File: config.mk
export PLATFORM = sky130hd
export DESIGN_NAME = coproc_arbiter
export DESIGN_NICKNAME = d
export VERILOG_FILES = /design/src/rtl/coproc_pkg.sv /design/src/rtl/rr_arb2.sv /design/src/rtl/coproc_arbiter.sv
export SDC_FILE = /design/constraint.sdc
export NUM_CORES = 1
export LEC_CHECK = 0
export BUFFER_PORTS_ARGS = -buffer_cell sky130_fd_sc_hd__buf_2
export CORE_ASPECT_RATIO = 0.75
export CORE_UTILIZATION = 46
export DETAILED_ROUTE_END_ITERATION = 6
export PLACE_DENSITY_LB_ADDON = 0.3
export SYNTH_ARGS = -nofsm -noshare
export SYNTH_HDL_FRONTEND = slang
export SYNTH_SLANG_ARGS = --single-unit
File: constraint.sdc
create_clock -name clk -period 2.35 [get_ports clk]
set_input_delay 0.47 -clock clk [delete_from_list [all_inputs] [get_ports clk]]
set_output_delay 0.47 -clock clk [all_outputs]
set_load 0.005 [all_outputs]
File: src/rtl/coproc_pkg.sv
// Shared encodings for the coprocessor channel arbiter: FSM states, requester IDs
// and the data word returned on a timed-out transaction.
package coproc_pkg;

   typedef enum logic [1:0] {
      IDLE = 2'd0,
      WAIT = 2'd1,
      RESP = 2'd2
   } state_t;

   localparam logic SEL_LOGIC = 1'b0;
   localparam logic SEL_PY    = 1'b1;

   localparam logic [31:0] TIMEOUT_DATA = 32'hDEAD0001;

endpackage

File: src/rtl/rr_arb2.sv
// Two-way round-robin grant: on a tie the requester that did not win last time is chosen.
// Bit 0 of i_req is the logic engine, bit 1 is Python execution.
module rr_arb2
   import coproc_pkg::*;
(
   input  logic       clk,
   input  logic       rst,
   input  logic       i_en,
   input  logic [1:0] i_req,
   output logic       o_gnt,
   output logic       o_sel
);

   logic r_last;

   always_comb begin
      o_gnt = i_en & (|i_req);
      if (&i_req) o_sel = ~r_last;
      else        o_sel = i_req[1];
   end

   // Resetting to SEL_PY lets the logic engine win the first tie.
   always_ff @(posedge clk) begin
      if (rst)        r_last <= SEL_PY;
      else if (o_gnt) r_last <= o_sel;
   end

endmodule

File: src/rtl/coproc_arbiter.sv
// Shares one external coprocessor channel between the logic engine and Python execution.
// Optional wait-state timeout is enabled by defining COPROC_TIMEOUT_EN.
module coproc_arbiter
   import coproc_pkg::*;
#(
   parameter int DATA_W         = 32,
   parameter int CNT_W          = 16,
   parameter int TIMEOUT_CYCLES = 64
) (
   input  logic              clk,
   input  logic              rst,
   input  logic              logic_req,
   input  logic [DATA_W-1:0] logic_addr,
   output logic              logic_done,
   output logic [DATA_W-1:0] logic_data,
   output logic              logic_err,
   input  logic              py_req,
   input  logic [DATA_W-1:0] py_addr,
   output logic              py_done,
   output logic [DATA_W-1:0] py_data,
   output logic              py_err,
   output logic              cop_req,
   output logic              cop_sel,
   output logic [DATA_W-1:0] cop_addr,
   input  logic              cop_ack,
   input  logic [DATA_W-1:0] cop_data,
   output logic              busy,
   output logic [CNT_W-1:0]  logic_grants,
   output logic [CNT_W-1:0]  py_grants,
   output logic [7:0]        timeouts
);

   if (TIMEOUT_CYCLES < 2) begin : g_bad_timeout
      $error("TIMEOUT_CYCLES must be at least 2");
   end

   function automatic logic [CNT_W-1:0] sat_inc_cnt(input logic [CNT_W-1:0] v);
      return (&v) ? v : v + CNT_W'(1);
   endfunction

   function automatic logic [7:0] sat_inc8(input logic [7:0] v);
      return (&v) ? v : v + 8'd1;
   endfunction

   state_t              r_state;
   state_t              w_next;
   logic                r_sel;
   logic [DATA_W-1:0]   r_addr;
   logic [DATA_W-1:0]   r_data;
   logic                r_err;
   logic [CNT_W-1:0]    r_logic_grants;
   logic [CNT_W-1:0]    r_py_grants;
   logic                w_gnt;
   logic                w_gnt_sel;
   logic                w_timeout;
   logic                w_resp;

   rr_arb2 u_arb (
      .clk   (clk),
      .rst   (rst),
      .i_en  (r_state == IDLE),
      .i_req ({py_req, logic_req}),
      .o_gnt (w_gnt),
      .o_sel (w_gnt_sel)
   );

`ifdef COPROC_TIMEOUT_EN
   localparam int WC_W = $clog2(TIMEOUT_CYCLES);

   logic [WC_W-1:0] r_wait_cnt;
   logic [7:0]      r_timeouts;

   // An ack in the terminal cycle takes priority over the timeout.
   assign w_timeout = (r_state == WAIT) && !cop_ack &&
                      (r_wait_cnt == WC_W'(TIMEOUT_CYCLES - 1));

   always_ff @(posedge clk) begin
      if (rst) begin
         r_wait_cnt <= '0;
         r_timeouts <= 8'd0;
      end else begin
         if (w_gnt)                             r_wait_cnt <= '0;
         else if (r_state == WAIT && !cop_ack)  r_wait_cnt <= r_wait_cnt + WC_W'(1);
         if (w_timeout)                         r_timeouts <= sat_inc8(r_timeouts);
      end
   end

   assign timeouts = r_timeouts;
`else
   assign w_timeout = 1'b0;
   assign timeouts  = 8'd0;
`endif

   always_ff @(posedge clk) begin
      if (rst) r_state <= IDLE;
      else     r_state <= w_next;
   end

   always_comb begin
      w_next = r_state;
      case (r_state)
         IDLE:    if (w_gnt) w_next = WAIT;
         WAIT:    if (cop_ack || w_timeout) w_next = RESP;
         RESP:    w_next = IDLE;
         default: w_next = IDLE;
      endcase
   end

   always_comb begin
      w_resp     = (r_state == RESP);
      busy       = (r_state != IDLE);
      cop_req    = (r_state == WAIT);
      cop_sel    = r_sel;
      cop_addr   = r_addr;
      logic_done = w_resp && (r_sel == SEL_LOGIC);
      py_done    = w_resp && (r_sel == SEL_PY);
      logic_data = logic_done ? r_data : '0;
      logic_err  = logic_done ? r_err  : 1'b0;
      py_data    = py_done    ? r_data : '0;
      py_err     = py_done    ? r_err  : 1'b0;
   end

   // Grant latches, result latch and usage counters.
   always_ff @(posedge clk) begin
      if (rst) begin
         r_sel          <= SEL_LOGIC;
         r_addr         <= '0;
         r_data         <= '0;
         r_err          <= 1'b0;
         r_logic_grants <= '0;
         r_py_grants    <= '0;
      end else begin
         if (w_gnt) begin
            r_sel  <= w_gnt_sel;
            r_addr <= (w_gnt_sel == SEL_PY) ? py_addr : logic_addr;
            if (w_gnt_sel == SEL_PY) r_py_grants    <= sat_inc_cnt(r_py_grants);
            else                     r_logic_grants <= sat_inc_cnt(r_logic_grants);
         end
         if (r_state == WAIT) begin
            if (cop_ack) begin
               r_data <= cop_data;
               r_err  <= 1'b0;
            end else if (w_timeout) begin
               r_data <= DATA_W'(TIMEOUT_DATA);
               r_err  <= 1'b1;
            end
         end
      end
   end

   assign logic_grants = r_logic_grants;
   assign py_grants    = r_py_grants;

endmodule

==> results of run 1 <==
## routing by layer
layer / share of wire (%) / vias to the layer above
li1: - / 2339
met1: 42 / 2111
met2: 50 / 168
met3: 6.9 / 20
met4: 1.6 / 0
met5: 0 / -
## power by group
part / leakage (nW) / internal [mW] / switching, mW
Combinational: 2.00 / 0.250 / 0.295
Sequential: 0.818 / 1.80 / 0.0643
Clock: 0.146 / 0.811 / 0.624
## cell families after synthesis
logic type,synth area share [%]
and+or+nand+nor,30.1
DFF,41.6
AOI/OAI and AO/OA,11.0
buffers and inverters,5.25
muxes,6.89
xor gates and xnor gates,4.55
adders and majority gates,0.520
other,0.0779
## synthesized netlist by cell type (2+ instances only)
| library cell | instances | share of area [%] |
|---|---|---|
| and4_1 | 3 | 0.55 |
| o21ai_0 | 5 | 0.52 |
| nand4_1 | 9 | 1.2 |
| nor2_1 | 65 | 5.1 |
| a211oi_1 | 33 | 5.1 |
| nand2_1 | 78 | 6.1 |
| nand2b_1 | 2 | 0.26 |
| buf_4 | 11 | 1.7 |
| or3_1 | 2 | 0.26 |
| mux2i_1 | 32 | 6.7 |
| and2_1 | 67 | 8.7 |
| nand3_1 | 9 | 0.94 |
| a21oi_1 | 40 | 4.2 |
| and3_1 | 4 | 0.52 |
| dfxtp_1 | 100 | 42 |
| xnor2_1 | 24 | 4.4 |
| ha_1 | 2 | 0.52 |
| nor2b_1 | 2 | 0.26 |
| nor4_2 | 6 | 1.6 |
| nor3_1 | 7 | 0.73 |
| buf_2 | 10 | 1.0 |
| nor4_1 | 5 | 0.65 |
| buf_6 | 2 | 0.47 |
| nor3b_1 | 3 | 0.47 |
| clkbuf_1 | 24 | 1.9 |
| nor4b_2 | 2 | 0.62 |
## worst max-delay path by stage
| stage | from | to | slack [ns] | cells past startpoint |
|---|---|---|---|---|
| finish | r_state[1] | logic_data[24] | 0.38 | 4 |
| global route | logic_grants[0] | logic_grants[12] | 0.24 | 6 |
| CTS | r_state[1] | logic_data[24] | 0.35 | 4 |
| floorplan | logic_grants[0] | logic_grants[15] | 0.61 | 6 |
| detailed placement | logic_req | py_grants[15] | 0.43 | 6 |
| global placement | logic_req | py_grants[15] | 0.51 | 6 |
## worst register-to-register path: stages (launching register included)
cell,delay (ns)
dfxtp_1,0.42
ha_1,0.22
nand4_1,0.18
nor4_2,0.33
nor3_1,0.11
and4_1,0.21
mux2_1,0.30
## layout make-up
type                    count  area share [%]
multi-input cells         427            41.1
flip-flops and latches    100            31.5
repair buffers            242            20.0
clock buffers              12            4.19
well taps                 132            2.60
clock inverters             4           0.472
inverters                   2           0.118
## flip-flops by register name, indices dropped and copies added (netlist names)
name	count
cop_addr	32
cop_sel	1
logic_grants	16
py_grants	16
r_data	32
r_state	2
u_arb.r_last	1
==> metrics.csv, run 1 <==
metric,value,unit
DRC viols,0,
initial antenna violation count,0,
Worst Path Arrival,1.50,ns
VDD IR max,0.000481,V
Routed WL per cell,13.5,um
Worst Hold Class,primary input to flop,
"Endpoint, Worst Hold",r_data[24],
layout cells sized above 1,35.3,%
CTS Buffer Depth,2,
min cycle time layout,1.97,ns
#FFs+latches synth,100,
"Reg clk slew, reported paths",0.07,ns
ant diodes,0,
GR peak layer,met2,
Setup TNS,0,ns
Max Slew Vio Count,0,
dominant synthesized flop cell,dfxtp_1,
hpwl dp,9.37,mm
DR vias/cell,5.05,
Yosys warning count,0,
GR Layer Usage met2,41.9,%
Area Growth Syn to Fin,32.0,%
die width,120,um
P per Cell Area,604,nW/um2
Final Instance Area,6360,um2
FF-to-FF path depth,6,
period utilisation layout,83.8,%
RSZ-0062 raised after global routing,no,
Via Count,4638,
slowest CP cell,dfxtp_1,
CTS sink count,100,
Max Cap Viol,0,
crit-path cells,nor3b_2 -> buf_4 -> and2_1 -> buf_2,
"Seq/Total Area, Yosys",41.6,%
IO Pins,244,
most frequent cells in the layout,"buf_2 (232), dfxtp_1 (100), nand2_1 (78)",
CTS tree,done,
CTS resizes,0,
Total Power,3.84,mW
cts hold-fix bufs,0,
status,"complete, no violations",
I/O Buffers,233,
Synth Cell Area,4810,um2
"most common cell after layout, fill and taps aside",buf_2,
pin count of the biggest net entering global routing,54,
grt ovf,0,
CP Buf/Inv Count,2,
vias in the first global route,4400,
1st-iter DRT viols,213,
Layout Cells excl Fill,919,
Core ar.,9890,um2
Die ar.,10900,um2
CP Max Fanout,33,
Worst Setup End Kind,primary output,
GRT Total Usage,23.0,%
Layout Nets,885,
Final Hold Viols,0,
final setup fails,0,
post-layout util,64.3,%
leakage,2.96,nW
Slew @ Worst Pin,0.532,ns
placed cells,903,
met1 usage in global routing,25.8,%
worst setup margin,0.381,ns
Total Wirelength,12.4,mm
Setup CP Type,flop to primary output,
Mapped Cells,567,
Root Driver,clkbuf_16,
cell family with most CP delay,buffers and inverters,
Hold Path Depth,3,
hold_sp,cop_data[24],
register area,2000,um2
Slew HR,64.5,%
Avg Inst Size Synth,8.49,um2
final setup skew,0.00739,ns
router iterations before antenna repair,4,
Unique masters post-synth,46,
reg-to-reg startpoint,logic_grants[0],
FMAX,508,MHz
Fill cells,882,
"EDFF count, synth",0,
Reg-to-Reg End,logic_grants[15],
H-tree Lvls,3,
met3 usage,6.06,%
startpoint type of the worst setup path,flop,
Starting Density,48.7,%
hold slack,0.368,ns
Crit path required time,1.88,ns
Final Wtd Congestion,0.834,
Die Y-Extent,90.6,um
Routed Antenna Nets,0,
row cnt,31,
first-pass GRT wire length,20.3,mm
critical path's largest stage delay,0.40,ns
"worst slack, placed",0.434,ns
Placed Area,6060,um2
Worst R2R Setup Slack,0.47,ns
TritonCTS buffer count,9,
Worst-Skew Late Latency,0.34,ns
async set or reset register ratio after synthesis,0,%
setup repair bufs after CTS,0,
multi-input logic area,2610,um2
No activity file was read; power rests on OpenSTA's default activity.
==> run 2, diff against run 1 <==
==> constraint.sdc (replaced) <==
create_clock -name clk -period 2.1 [get_ports clk]
set_input_delay 0.42 -clock clk [delete_from_list [all_inputs] [get_ports clk]]
set_output_delay 0.42 -clock clk [all_outputs]
set_load 0.005 [all_outputs]
==> metrics.csv, run 2 (synthesis gave the netlist of run 1 again) <==
metric,value,unit,change
status,"complete, no violations",,
Worst-Skew Late Latency,0.34,ns,about the same
Routed WL per cell,13.6,um,+0.86%
FMAX,522,MHz,
crit-path cells,nor3b_2 -> buf_4 -> and2_1 -> buf_2,,
Slew @ Worst Pin,0.515,ns,-0.0164 ns
DR vias/cell,5.05,,about the same
cell family with most CP delay,flip-flops,,
Setup CP Type,flop to primary output,,
Via Count,4645,,+0.15%
first-pass GRT wire length,20.5,mm,+0.64%
row cnt,31,,unchanged
Total Wirelength,12.5,mm,+0.97%
layout cells sized above 1,35.5,%,+0.21 points
leakage,2.98,nW,+0.82%
FF-to-FF path depth,6,,unchanged
RSZ-0062 raised after global routing,no,,
Total Power,4.58,mW,+19%
Slew HR,65.4,%,+0.84 points
Area Growth Syn to Fin,33.1,%,
Layout Nets,886,,+0.11%
"most common cell after layout, fill and taps aside",buf_2,,
Final Wtd Congestion,0.835,,+0.12%
Max Slew Vio Count,0,,unchanged
CP Buf/Inv Count,2,,unchanged
CTS Buffer Depth,2,,unchanged
die width,120,um,unchanged
post-layout util,64.8,%,+0.52 points
Die ar.,10900,um2,unchanged
pin count of the biggest net entering global routing,65,,+20%
min cycle time layout,1.92,ns,
most frequent cells in the layout,"buf_2 (232), dfxtp_1 (100), nand2_1 (78)",,
initial antenna violation count,0,,unchanged
hpwl dp,9.25,mm,-1.3%
Reg-to-Reg End,logic_grants[15],,
Hold Path Depth,3,,unchanged
1st-iter DRT viols,159,,-25%
Crit path required time,1.68,ns,-0.20 ns
VDD IR max,0.000689,V,+43%
grt ovf,0,,unchanged
router iterations before antenna repair,6,,+2
slowest CP cell,dfxtp_1,,
Worst R2R Setup Slack,0.22,ns,-0.25 ns
reg-to-reg startpoint,logic_grants[0],,
Max Cap Viol,0,,unchanged
vias in the first global route,4385,,-0.34%
GRT Total Usage,23.2,%,+0.16 points
CTS tree,done,,
"Reg clk slew, reported paths",0.06,ns,about the same
Core ar.,9890,um2,unchanged
"Endpoint, Worst Hold",r_data[5],,
Worst Hold Class,primary input to flop,,
Worst Setup End Kind,primary output,,
hold_sp,cop_data[5],,
CTS sink count,100,,unchanged
Die Y-Extent,90.6,um,unchanged
DRC viols,0,,unchanged
ant diodes,0,,unchanged
startpoint type of the worst setup path,flop,,
period utilisation layout,91.3,%,
Worst Path Arrival,1.50,ns,about the same
CP Max Fanout,33,,unchanged
P per Cell Area,715,nW/um2,+18%
Fill cells,857,,-2.8%
final setup fails,0,,unchanged
H-tree Lvls,3,,unchanged
Routed Antenna Nets,0,,unchanged
Root Driver,clkbuf_16,,
TritonCTS buffer count,9,,unchanged
Final Hold Viols,0,,unchanged
I/O Buffers,233,,unchanged
final setup skew,0.00584,ns,-0.00155 ns
Starting Density,48.7,%,unchanged
IO Pins,244,,unchanged
critical path's largest stage delay,0.40,ns,about the same
cts hold-fix bufs,0,,unchanged
Setup TNS,0,ns,unchanged
## run 2: cell count changes in the layout (fill, tap and decap cells not counted)
cell and change:
buf_12 -1, bufinv_16 +3, nor2_1 -1, inv_6 -2, clkinv_4 +1, buf_4 +2, nor2_2 +1, clkbuf_8 -2
## run 2: how the worst max path moves through the flow
| stage | from | to | slack, ns | cells past startpoint |
|---|---|---|---|---|
| after floorplan | logic_grants[0] | logic_grants[15] | 0.36 | 6 |
| after global placement | logic_grants[0] | logic_grants[15] | 0.31 | 6 |
| after detailed placement | logic_grants[0] | logic_grants[15] | 0.16 | 6 |
| after CTS | logic_grants[0] | logic_grants[15] | 0.14 | 6 |
| after global routing | logic_grants[0] | logic_grants[12] | 0.02 | 6 |
| final | r_state[1] | logic_data[24] | 0.18 | 4 |
## run 2: report_power, final
group	total [mW]	switching, mW	internal, mW
sequential	2.08	0.0721	2.01
clock	1.89	0.697	1.20
combinational	0.604	0.326	0.278
total	4.58	1.09	3.49
## run 2: cell type report
cell class | count | area (um2) | area share [%]
clock buffers | 10 | 239 | 3.73
repair buffers | 243 | 1270 | 19.8
well taps | 132 | 165 | 2.58
inverters | 2 | 7.51 | 0.117
clock inverters | 6 | 111 | 1.74
flip-flops and latches | 100 | 2000 | 31.2
multi-input cells | 427 | 2610 | 40.8
## run 2: worst register-to-register path, cell delays in order, from the launching register on
cell,delay (ns)
dfxtp_1,0.41
ha_1,0.22
nand4_1,0.21
nor4_2,0.27
nor3_1,0.12
and4_1,0.22
mux2_1,0.30
## run 2: stage by stage
| step | instance area [um2] | setup WS [ns] | hold WS (ns) | cells |
|---|---|---|---|---|
| 2_1_floorplan | 4850 | 0.357 | 0.440 | 576 |
| 3_3_place_gp | 6050 | 0.306 | 0.447 | 904 |
| 3_5_place_dp | 6050 | 0.158 | 0.454 | 904 |
| 4_1_cts | 6400 | 0.144 | 0.311 | 920 |
| 5_1_grt | 6410 | 0.0151 | 0.316 | 920 |
| 6_report | 6410 | 0.184 | 0.320 | 920 |
## run 2: layer usage
metal,global-route usage (%),wire (um),up-vias
li1,-,-,2350
met3,6.63,897,21
met1,26.4,5090,2099
met2,41.4,6300,175
met5,0,0,-
met4,7.40,216,0
## run 2: what timing repair did
action	in CTS	in global routing
buffers inserted	0	0
setup endpoints to repair	0	3
gates resized for setup	0	1
